**config.mk**
```make
export PLATFORM = sky130hd
export DESIGN_NAME = seq_shift_unit
export DESIGN_NICKNAME = d
export VERILOG_FILES = /design/src/rtl/kgp_shift_pkg.sv /design/src/rtl/shift_step.sv /design/src/rtl/seq_shift_unit.sv
export SDC_FILE = /design/constraint.sdc
export NUM_CORES = 1
export LEC_CHECK = 0
export CAP_MARGIN = 20
export CORE_ASPECT_RATIO = 0.5
export CORE_MARGIN = 5
export CORE_UTILIZATION = 35
export CTS_CLUSTER_DIAMETER = 80
export DETAILED_ROUTE_END_ITERATION = 8
export HOLD_SLACK_MARGIN = 0.15
export PLACE_DENSITY = 0.71
export SLEW_MARGIN = 20
export SYNTH_ARGS = -nofsm -noshare
export SYNTH_HDL_FRONTEND = slang
export SYNTH_SLANG_ARGS = --single-unit
```
**constraint.sdc**
```tcl
create_clock -name clk -period 4.2 [get_ports clk]
set_input_delay 0.84 -clock clk [delete_from_list [all_inputs] [get_ports clk]]
set_output_delay 0.84 -clock clk [all_outputs]
set_load 0.005 [all_outputs]
```
**src/rtl/kgp_shift_pkg.sv**
```systemverilog
// ---------------------------------------------------------------------------
// kgp_shift_pkg
// Shared definitions for the KGP_RISC shift datapath: datapath and count
// widths, shift operation encodings, and the sequential shifter state enum.
// Also imported by the instruction decoder and the ALU.
// ---------------------------------------------------------------------------
package kgp_shift_pkg;

  localparam int WIDTH = 32;              // datapath width, fixed for KGP_RISC
  localparam int CNT_W = $clog2(WIDTH);   // shift-count width (5)

  // Shift operation encodings as carried on the 2-bit op field.
  typedef enum logic [1:0] {
    SH_SLL = 2'b00,
    SH_SRL = 2'b01,
    SH_SRA = 2'b10,
    SH_ROR = 2'b11
  } sh_op_e;

  // Sequential shifter control states.
  typedef enum logic [1:0] {
    IDLE  = 2'b00,
    SHIFT = 2'b01,
    DONE  = 2'b10
  } state_e;

endpackage : kgp_shift_pkg

```
**src/rtl/shift_step.sv**
```systemverilog
// ---------------------------------------------------------------------------
// shift_step
// Combinational single-bit shift step used by seq_shift_unit.
//
// Build option: SEQ_SHIFT_ROTATE_EN
//   defined     -> SH_ROR rotates right by one bit
//   not defined -> SH_ROR decodes as a logical right shift (no rotate path)
//
// Ports:
//   i_res  in  WIDTH  current partial result
//   i_op   in  2      shift operation (sh_op_e)
//   o_res  out WIDTH  partial result after one bit step
// ---------------------------------------------------------------------------
module shift_step
  import kgp_shift_pkg::*;
(
  input  logic [WIDTH-1:0] i_res,
  input  sh_op_e           i_op,
  output logic [WIDTH-1:0] o_res
);

  always_comb begin
    // NOTE: the default assignment first means every path drives o_res, so no latch is inferred.
    o_res = {1'b0, i_res[WIDTH-1:1]};
    case (i_op)
      SH_SLL: o_res = {i_res[WIDTH-2:0], 1'b0};
      SH_SRL: o_res = {1'b0, i_res[WIDTH-1:1]};
      SH_SRA: o_res = {i_res[WIDTH-1], i_res[WIDTH-1:1]};
`ifdef SEQ_SHIFT_ROTATE_EN
      SH_ROR: o_res = {i_res[0], i_res[WIDTH-1:1]};
`else
      SH_ROR: o_res = {1'b0, i_res[WIDTH-1:1]};
`endif
      default: o_res = {1'b0, i_res[WIDTH-1:1]};
    endcase
  end

endmodule : shift_step

```
**src/rtl/seq_shift_unit.sv**
```systemverilog
// ---------------------------------------------------------------------------
// seq_shift_unit
// Iterative 32-bit shifter for KGP_RISC: one bit position per clock, with a
// start/busy/done handshake. Supports sll, srl, sra and (optionally) ror.
//
// Build option: SEQ_SHIFT_ROTATE_EN (enables rotate right for op = 2'b11;
// otherwise op = 2'b11 behaves as srl). Passed through to shift_step.
//
// Ports:
//   clk    in  1      system clock, rising edge
//   rst_n  in  1      asynchronous active-low reset
//   start  in  1      request, sampled only when not busy
//   A      in  WIDTH  operand, captured on accepted start
//   shamt  in  WIDTH  shift amount, only low CNT_W bits used
//   op     in  2      00 sll, 01 srl, 10 sra, 11 ror
//   res    out WIDTH  result, valid with done, held until next accepted start
//   busy   out 1      high while shifting
//   done   out 1      one-cycle pulse when res becomes valid
// ---------------------------------------------------------------------------
module seq_shift_unit
  import kgp_shift_pkg::*;
(
  input  logic             clk,
  input  logic             rst_n,
  input  logic             start,
  input  logic [WIDTH-1:0] A,
  input  logic [WIDTH-1:0] shamt,
  input  logic [1:0]       op,
  output logic [WIDTH-1:0] res,
  output logic             busy,
  output logic             done
);

  state_e             r_state;
  sh_op_e             r_op;
  logic [CNT_W-1:0]   r_cnt;
  logic [WIDTH-1:0]   r_res;
  logic               r_busy;
  logic               r_done;

  logic [WIDTH-1:0]   w_step;
  logic [CNT_W-1:0]   w_n;
  logic               w_unused;

  assign w_n      = shamt[CNT_W-1:0];
  // Upper shift-amount bits are architecturally ignored.
  assign w_unused = ^shamt[WIDTH-1:CNT_W];

  shift_step u_step (
    .i_res (r_res),
    .i_op  (r_op),
    .o_res (w_step)
  );

  // Single FSM block; busy/done are registered alongside the state so they
  // are glitch-free and never high together.
  always_ff @(posedge clk or negedge rst_n) begin
    if (!rst_n) begin
      r_state <= IDLE;
      r_op    <= SH_SLL;
      r_cnt   <= '0;
      r_res   <= '0;
      r_busy  <= 1'b0;
      r_done  <= 1'b0;
    end else begin
      // NOTE: non-blocking assignments so every register samples pre-edge values.
      case (r_state)
        IDLE, DONE: begin
          r_done <= 1'b0;
          if (start) begin
            r_res <= A;
            r_op  <= sh_op_e'(op);
            r_cnt <= w_n;
            if (w_n != '0) begin
              r_state <= SHIFT;
              r_busy  <= 1'b1;
            end else begin
              // Zero shift: result is the operand, signal done next cycle.
              r_state <= DONE;
              r_done  <= 1'b1;
            end
          end else begin
            r_state <= IDLE;
          end
        end

        SHIFT: begin
          // start is deliberately ignored here; no request queuing.
          r_res <= w_step;
          r_cnt <= r_cnt - 1'b1;
          if (r_cnt == CNT_W'(1)) begin
            r_state <= DONE;
            r_busy  <= 1'b0;
            r_done  <= 1'b1;
          end
        end

        default: begin
          r_state <= IDLE;
          r_busy  <= 1'b0;
          r_done  <= 1'b0;
        end
      endcase
    end
  end

  assign res  = r_res;
  assign busy = r_busy;
  assign done = r_done;

endmodule : seq_shift_unit

```
# Word level (Yosys, flattened, before mapping)
# Index checks and enable logic that the tools add are counted.
# Widths: inputs -> output; s select.
# word_totals
register_bits	43
input_bits	69
out_inout_bits	34
word_cells	45
# op_classes
addsub	1
n_eq_ne	10
n_mux	17
n_reduce_logical	10
# ops
operator	n
$pmux 32 s3	1
$pmux 32 s2	1
$mux 32	1
$pmux 5 s2	1
$ne 2x2->1 const B	4
$eq 2x2->1 const B	3
$mux 1	6
$mux 2	3
$reduce_and 3->1	2
$eq 5x1->1 const B	1
$mux 5	1
$reduce_bool 5->1	1
$sub 5x1->5 const B	1
$eq 2x1->1 const B	2
$logic_not 2->1	2
$pmux 1 s2	2
$pmux 2 s2	1
$reduce_and 2->1	2
$reduce_or 2->1	2
$reduce_bool 2->1	1

# Logic depth before layout (Yosys ltp)
# Gate-level depths: netlist of the first run.
# depth
ltp_word	4
depth_mapped	5
ltp_nobuf	5

# Hierarchy
# A second synthesis of the first run with hierarchy kept.
# hier_totals
cells_unflattened	262
hier_area_um2	2481.1
# modules_own_cells
module	n_inst	cells_each	area_each_um2	seq_area_each_um2
seq_shift_unit	1	225	1969.4	1051.0
shift_step	1	37	511.7	0.0

# Worst setup path before layout of the first run
# OpenSTA, ideal clock, no wires.
# synth_path
path_type	input-to-reg
from	in shamt[2]
to	reg r_busy, in the netlist busy
setup_time_ns	0.131
arrival_time_ns	1.572
t_required_ns	4.069
slack_ns	2.497
path_stages	3
path_buffers	0
cell_sequence	or4_4 > nor2_2 > o221ai_2
# synth_via
elab_chain_cells	3
# synth_lines
element	line	source
start: declaration	seq_shift_unit.sv:27	input logic [WIDTH-1:0] shamt,
$reduce_bool 5->1	seq_shift_unit.sv:74	if (w_n != '0) begin
$ne 2x2->1 (no line)	--	
$reduce_and 3->1 (no line)	--	
end signal: assignment	seq_shift_unit.sv:76	r_busy <= 1'b1;
end signal: assignment	seq_shift_unit.sv:93	r_busy <= 1'b0;
end signal: assignment	seq_shift_unit.sv:100	r_busy <= 1'b0;
end: declaration	seq_shift_unit.sv:38	logic r_busy;
# Every way passes these cells.
# A chain may end at the register's enable or synchronous reset.

# Worst setup path after layout of the first run
# layout_path
from	in start
to	reg r_cnt[4]
# layout_via
elab_chain_cells	2
# layout_lines
element	line	source
start: declaration	seq_shift_unit.sv:25	input logic start,
$ne 2x2->1 (no line)	--	
$reduce_and 2->1 (no line)	--	
end signal: assignment	seq_shift_unit.sv:73	r_cnt <= w_n;
end signal: assignment	seq_shift_unit.sv:90	r_cnt <= r_cnt - 1'b1;
end: declaration	seq_shift_unit.sv:36	logic [CNT_W-1:0] r_cnt;
# Every way passes these cells.

==> impl_metrics.tcl, run 1 <==
set metrics [dict create \
    status "completed" \
    synth_top_area_cell "dfrtp_1" \
    setup_viol 0 \
    p_leak_nw 1.45 \
    postCtsSetupBuffers 0 \
    synth.top_cell.area_share 0.418 \
    synth_area_leaders "dfrtp_1, mux2i_1, o221ai_1" \
    worst-path-max-fanout 36 \
    clock-root-buffer "clkbuf_16" \
    num_antenna_cells 0 \
    crit_slowest_cell "buf_2" \
    insertion_delay_ns 0.28 \
    ys_seq_area_frac 0.418 \
    synth_edf_count 0 \
    hold_depth 1 \
    drc_errors 0 \
    synth_seq_cells 42 \
    start_kind "input port" \
    fin_skew_ns 0.00662 \
    io_pins 103 \
    use_met2 0.238 \
    place_congestion 0.766 \
    r2r_setup_slack_ns 2.47 \
    reg2reg_depth 3 \
    hpwl_mm 4.46 \
    clk_pin_slew_ns 0.06 \
    slew_headroom 0.323 \
    powerDensity_nw_per_um2 695 \
    num_rows 21 \
    criticalPathCategory "in -> reg" \
    yosysWarnings 0 \
    yosysUniqueCellTypes 38 \
    fp.dieH_um 70.0 \
    coreArea_um2 6830 \
    h-tree-depth 2 \
    final_util 0.505 \
    hold_buffers 0 \
    final_cell_mix "clkdlybuf4s50_1, mux2i_1, dfrtp_1" \
    syn_nets 304 \
    tns_ns 0 \
    io_buffers 75 \
    routed_wl_mm 6.52 \
    numCtsBuffers 5 \
    finalPower_mw 2.40 \
    cap_violations 0 \
    num_vias 2091 \
    hold_path.class "reg -> reg" \
    critPathCaptureType "flop" \
    drtAntennaViolNets 0 \
    use_met3 0.0381 \
    final_common_cell "clkdlybuf4s50_1" \
    drtPass1Iterations 4 \
    cts_resized 0 \
    grt_pass1_vias 2099 \
    gr-usage-met1 0.188 \
    clock_sinks 42 \
    async_flop_share 1.00 \
    drt-wirelength-per-cell_um 16.6 \
    cts_buffer_depth 2 \
    finalCriticalPeriod_ns 2.29 \
    track_usage 0.145 \
    grt_max_degree 43 \
    gr-total-overflow 0 \
    irDropWorstVdd_v 0.000267 \
    cts_tree "built" \
    crit_path_max_incr_delay_ns 0.76 \
    synth-main-ff-cell "dfrtp_1" \
    die_w_um 130 \
    report.final.hold_viol_count 0 \
    antenna_found_initial 0 \
    busiest_layer "met2" \
    nFillCells 612 \
    fmax_mhz 437 \
    worstMarginPinSlew_ns 1.02 \
    synthCells 233 \
    finalCritPeriodShare 0.545 \
    critPathArrivalTime_ns 2.43 \
    cp.required_ns 4.34 \
    drt_first_iter_violations 156 \
    vias_per_cell 5.32 \
    rsz0062_at_grt "no" \
    dieArea_um2 9090 \
    grt_pass1_wl_mm 10.8 \
    path_cells "buf_2 -> nand2b_1 -> o211ai_1 -> o311ai_1" \
    avgSynthCellArea_um2 10.8 \
    syn2layout_area_growth_pct 37.0 \
    start_util 0.368 \
    maxSlewViolCount 0 \
    drive_above_1_share 0.0731 \
    nNetsFinal 371 \
    syn_area_um2 2520 \
]
[Yosys cell counts, types with 2 or more instances]
cell,number
a211oi_1,3
a21oi_1,3
buf_2,8
buf_4,3
buf_6,3
clkbuf_1,3
clkbuf_4,2
dfrtp_1,42
ha_1,2
inv_1,3
mux2i_1,61
nand2_1,38
nand2b_1,2
nor2_1,3
nor2b_1,4
o221ai_1,30
o22ai_1,2
[metrics by stage]
stage | setup WS [ns] | area, um^2 | cells | hold WS (ns)
global route | 1.72 | 3450 | 393 | 0.571
floorplan | 2.50 | 2520 | 233 | 0.478
finish | 1.91 | 3450 | 393 | 0.533
CTS | 1.91 | 3410 | 391 | 0.531
detailed placement | 1.61 | 3260 | 383 | 0.519
global placement | 1.66 | 3260 | 383 | 0.501
[where the power goes]
part           internal (mW)  switching [mW]  total [mW]  leakage, nW
sequential             0.596           0.232       0.827        0.520
combinational          0.677           0.505        1.18        0.858
clock                  0.236           0.153       0.389       0.0739
total                   1.51           0.889        2.40         1.45
[routing by layer]
metal,vias to the layer above,part of all wire
met4,0,0.013
met1,1012,0.43
met2,57,0.50
met5,-,0
li1,1014,-
met3,8,0.058
[logic make-up (layout without fill, tap and decap cells)]
kind of cell | count (synthesis) | after routing | share of synthesized area
buf+inv | 22 | 90 | 0.0532
xor+xnor | 1 | 1 | 0.00348
simple gates | 58 | 58 | 0.114
compound gates | 46 | 46 | 0.155
flops | 42 | 42 | 0.418
fa+ha+maj | 2 | 2 | 0.00994
mux | 62 | 62 | 0.247
[flip-flops by register name, summed over array words and instances (netlist names)]
name	flops
r_op	2
done	1
busy	1
r_state	1
res	32
r_cnt	5
[layout make-up]
| class | instances | area, um^2 | area share |
|---|---|---|---|
| Sequential cell | 42 | 1050 | 0.305 |
| Clock buffer | 7 | 143 | 0.0414 |
| Tap cell | 92 | 115 | 0.0334 |
| Inverter | 3 | 11.3 | 0.00327 |
| Multi-Input combinational cell | 169 | 1330 | 0.386 |
| Clock inverter | 1 | 5.00 | 0.00145 |
| Timing Repair Buffer | 79 | 791 | 0.229 |
[path summary, 6_finish.rpt]
kind                                         to            startpoint
setup reg to reg            res[11]$_DFFE_PN0P_      done$_DFFE_PN0P_
setup / recovery           r_cnt[4]$_DFFE_PN0P_                 start
max in group asynchronous   res[30]$_DFFE_PN0P_                 rst_n
hold reg to reg            r_cnt[4]$_DFFE_PN0P_  r_cnt[4]$_DFFE_PN0P_
min in group asynchronous    res[5]$_DFFE_PN0P_                 rst_n
hold / removal             r_cnt[4]$_DFFE_PN0P_  r_cnt[4]$_DFFE_PN0P_
[critical path, delay by kind of cell]
family,cells,cell delay (ns)
simple gates,1,0.47
buf+inv,1,0.76
compound gates,2,0.35
No activity file was read; power rests on OpenSTA's default activity.
==> inputs of run 2 (changes only) <==
- PLACE_DENSITY: 0.71 -> 0.74
- clock period: 4.2 -> 2 ns (I/O delays scaled with it)
==> impl_metrics.tcl, run 2 (synthesized netlist as in run 1, its figures left out) <==
set metrics [dict create \
    finalCritPeriodShare 0.846 \
    num_rows 21 \
    instances_no_fill 398 \
    grt_max_degree 31 \
    vias_per_cell 5.52 \
    drt_first_iter_violations 123 \
    fmax_mhz 591 \
    dp_cells 390 \
    path_cells "clkdlybuf4s50_1" \
    gr-total-overflow 0 \
    final_cell_mix "clkdlybuf4s50_1, mux2i_1, dfrtp_1" \
    maxSlewViolCount 0 \
    hold_buffers 0 \
    routed_wl_mm 6.91 \
    cap_violations 0 \
    rsz0062_at_grt "no" \
    criticalPathCategory "reg -> out" \
    worst-path-max-fanout 7 \
    num_antenna_cells 0 \
    drive_above_1_share 0.0882 \
    critPathCaptureType "primary output" \
    largest_reg_flops 32 \
    report.final.hold_viol_count 0 \
    clock-root-buffer "clkbuf_16" \
    setup_viol 0 \
    clk_pin_slew_ns 0.06 \
    fp.dieH_um 70.0 \
    slew_headroom 0.586 \
    place_area_um2 3350 \
    clock_sinks 42 \
    start_kind "flop" \
    whs_ns 0.139 \
    numCtsBuffers 5 \
    drtAntennaViolNets 0 \
    io_buffers 75 \
    fin_skew_ns 0.00301 \
    cts_resized 0 \
    worstMarginPinSlew_ns 0.621 \
    finalPower_mw 5.12 \
    hold_path.class "in -> async" \
    hpwl_mm 4.94 \
    finalCriticalPeriod_ns 1.69 \
    grt_pass1_wl_mm 11.5 \
    final_common_cell "clkdlybuf4s50_1" \
    track_usage 0.154 \
    place_congestion 0.817 \
    syn2layout_area_growth_pct 39.2 \
    final_area_um2 3500 \
    postCtsSetupBuffers 0 \
    die_w_um 130 \
    drt-wirelength-per-cell_um 17.4 \
    antenna_found_initial 0 \
    cts_buffer_depth 2 \
    cts_tree "built" \
    insertion_delay_ns 0.27 \
    tns_ns 0 \
    drtPass1Iterations 4 \
    crit_buf_inv 1 \
    status "completed" \
    cp.required_ns 1.60 \
    io_pins 103 \
    start_util 0.368 \
    cp_top_family "buffers and inverters" \
    grt_pass1_vias 2283 \
    crit_path_max_incr_delay_ns 0.55 \
    powerDensity_nw_per_um2 1460 \
    nNetsFinal 376 \
    drc_errors 0 \
    p_leak_nw 1.48 \
    irDropWorstVdd_v 0.000510 \
    critPathArrivalTime_ns 1.29 \
    dieArea_um2 9090 \
    h-tree-depth 2 \
    crit_slowest_cell "clkdlybuf4s50_1" \
    coreArea_um2 6830 \
    num_vias 2195 \
    nFillCells 599 \
]
[run 2: changes by cell type in the layout (fill, tap and decap cells not counted)]
cell    previous run  this run
buf_4              2         6
buf_8              1         0
buf_12             1         3
[run 2: area by class of cell]
class                      instances  area (um^2)  share of cell area
inverter                           3         11.3             0.00322
clock inverter                     1         5.00             0.00143
tap                               92          115              0.0329
sequential                        42         1050               0.300
timing repair buffer              84          846               0.242
clock buffer                       7          143              0.0407
multi-input combinational        169         1330               0.380
[run 2: per-layer routing]
metal / global-route usage / share of wire / up-vias
met1: 0.194 / 0.43 / 1102
met3: 0.0305 / 0.037 / 12
met4: 0.0438 / 0.018 / 0
met5: 0 / 0 / -
met2: 0.266 / 0.52 / 52
li1: - / - / 1029
[run 2: worst paths after layout]
path / startpoint / endpoint / slack, ns / cells past startpoint
setup / recovery: done$_DFFE_PN0P_ / done / 0.31 / 1
hold / removal: rst_n / res[18]$_DFFE_PN0P_ / 0.14 / 1
setup reg to reg: r_cnt[0]$_DFFE_PN0P_ / r_cnt[4]$_DFFE_PN0P_ / 0.41 / 5
hold reg to reg: r_cnt[3]$_DFFE_PN0P_ / r_cnt[3]$_DFFE_PN0P_ / 0.53 / 1
max in group asynchronous: rst_n / res[2]$_DFFE_PN0P_ / 1.20 / 2
min in group clk: r_cnt[3]$_DFFE_PN0P_ / r_cnt[3]$_DFFE_PN0P_ / 0.53 / 1
[run 2: stage by stage]
stage,util,setup slack [ns]
finish,0.513,0.307
global route,0.513,0.245
CTS,0.513,0.291
detailed placement,0.491,0.240
global placement,0.491,0.268
floorplan,-,0.655
[run 2: power breakdown]
part,switching [mW],internal (mW),total (mW),leakage [nW]
registers,0.507,1.25,1.76,0.520
logic,1.08,1.49,2.57,0.889
clock network,0.302,0.494,0.796,0.0739
==> inputs of run 3 (changes only) <==
- PLACE_DENSITY: 0.74 -> 0.71
- clock period: 2 -> 1.6 ns (I/O delays scaled with it)
==> impl_metrics.tcl, run 3 (synthesized netlist as in run 1, its figures left out) <==
set metrics [dict create \
    status "completed" \
    hpwl_mm 4.55 \
    cts_buffer_depth 2 \
    criticalPathCategory "reg -> out" \
    clock-root-buffer "clkbuf_16" \
    powerDensity_nw_per_um2 1820 \
    finalCritPeriodShare 0.980 \
    p_leak_nw 1.52 \
    place_area_um2 3350 \
    hp-start "r_cnt[3]$_DFFE_PN0P_" \
    drive_above_1_share 0.128 \
    syn2layout_area_growth_pct 41.9 \
    place_ws_ns -0.105 \
    fin_skew_ns 0.00502 \
    drc_errors 0 \
    crit_buf_inv 1 \
    numCtsBuffers 5 \
    grt_pass1_wl_mm 11.0 \
    whs_ns 0.537 \
    tns_ns 0 \
    cp.required_ns 1.28 \
    hold_depth 1 \
    final_cell_mix "clkdlybuf4s50_1, mux2i_1, nand2_1" \
    fp.dieH_um 70.0 \
    io_buffers 75 \
    io_pins 103 \
    cap_violations 0 \
    final_area_um2 3570 \
    irDropWorstVdd_v 0.000685 \
    worst-path-max-fanout 5 \
    grt_max_degree 43 \
    final_common_cell "clkdlybuf4s50_1" \
    r2r_setup_slack_ns 0.11 \
    rr_startpoint "r_cnt[1]$_DFFE_PN0P_" \
    setup_viol 0 \
    num_rows 21 \
    path_cells "clkdlybuf4s50_1" \
    dieArea_um2 9090 \
    drt_first_iter_violations 178 \
    num_antenna_cells 0 \
    start_util 0.368 \
    die_w_um 130 \
    hold_path.class "reg -> reg" \
    reg2reg_to "r_cnt[4]$_DFFE_PN0P_" \
    drtPass1Iterations 4 \
    antenna_found_initial 0 \
    min_to "r_cnt[3]$_DFFE_PN0P_" \
    h-tree-depth 2 \
    insertion_delay_ns 0.28 \
    grt_pass1_vias 2185 \
    start_kind "flop" \
    clock_sinks 42 \
    gr-total-overflow 0 \
    worst-path-stages 1 \
    worst_slack_ns 0.0324 \
    critPathCaptureType "primary output" \
    largest_reg_flops 32 \
    slew_headroom 0.640 \
    routed_wl_mm 6.58 \
    crit_slowest_cell "clkdlybuf4s50_1" \
    drtAntennaViolNets 0 \
    nNetsFinal 383 \
    fmax_mhz 638 \
    nFillCells 597 \
    report.final.hold_viol_count 0 \
    finalCriticalPeriod_ns 1.57 \
    cts_tree "built" \
    maxSlewViolCount 0 \
    critPathArrivalTime_ns 1.25 \
    drt-wirelength-per-cell_um 16.2 \
    coreArea_um2 6830 \
    worstMarginPinSlew_ns 0.539 \
    num_vias 2157 \
    track_usage 0.145 \
    cp_top_family "buffers and inverters" \
    crit_path_max_incr_delay_ns 0.55 \
    clk_pin_slew_ns 0.06 \
    place_congestion 0.763 \
    reg2reg_depth 5 \
    vias_per_cell 5.33 \
]
-- run 3: worst max-delay path by stage --
stage | from | endpoint | slack, ns
global placement | shamt[2] | busy$_DFFE_PN0P_ | -0.05
CTS | res[14]$_DFFE_PN0P_ | res[14] | 0.02
finish | res[1]$_DFFE_PN0P_ | res[1] | 0.03
floorplan | r_cnt[0]$_DFFE_PN0P_ | r_cnt[4]$_DFFE_PN0P_ | 0.25
global route | res[16]$_DFFE_PN0P_ | res[16] | -0.009
detailed placement | shamt[2] | busy$_DFFE_PN0P_ | -0.10
-- run 3: final cells by class --
class | instances | area (um^2) | area share
Clock buffer | 7 | 133 | 0.0371
Clock inverter | 1 | 30.0 | 0.00841
Inverter | 3 | 11.3 | 0.00315
Multi-Input combinational cell | 169 | 1330 | 0.373
Sequential cell | 42 | 1060 | 0.297
Tap cell | 92 | 115 | 0.0322
Timing Repair Buffer | 91 | 891 | 0.249
-- run 3: stage by stage --
step                std cells  power, mW   util
global placement          391       5.23  0.490
CTS                       400       6.49  0.516
floorplan                 233       4.01      -
global route              405       6.98  0.523
finish                    405       6.52  0.523
detailed placement        391       5.34  0.490
-- run 3: repair_timing --
item | 4_1_cts | 5_1_grt
endpoints found under the hold margin | 42 | 0
hold buffers | 1 | 0
buffers inserted | 0 | 5
setup endpoints to repair | 2 | 11
gates resized for setup | 2 | 7
-- run 3: power by group --
| group | internal, mW | switching, mW | leakage [nW] | total, mW |
|---|---|---|---|---|
| clock network | 0.737 | 0.381 | 0.0781 | 1.12 |
| registers | 1.58 | 0.602 | 0.510 | 2.18 |
| logic | 1.88 | 1.34 | 0.930 | 3.22 |
| total | 4.19 | 2.33 | 1.52 | 6.52 |
-- run 3: metal layers --
| metal | global-route usage | routed length (um) |
|---|---|---|
| met5 | 0 | 0 |
| met4 | 0.0357 | 44 |
| met3 | 0.0366 | 314 |
| met2 | 0.250 | 3340 |
| met1 | 0.181 | 2870 |
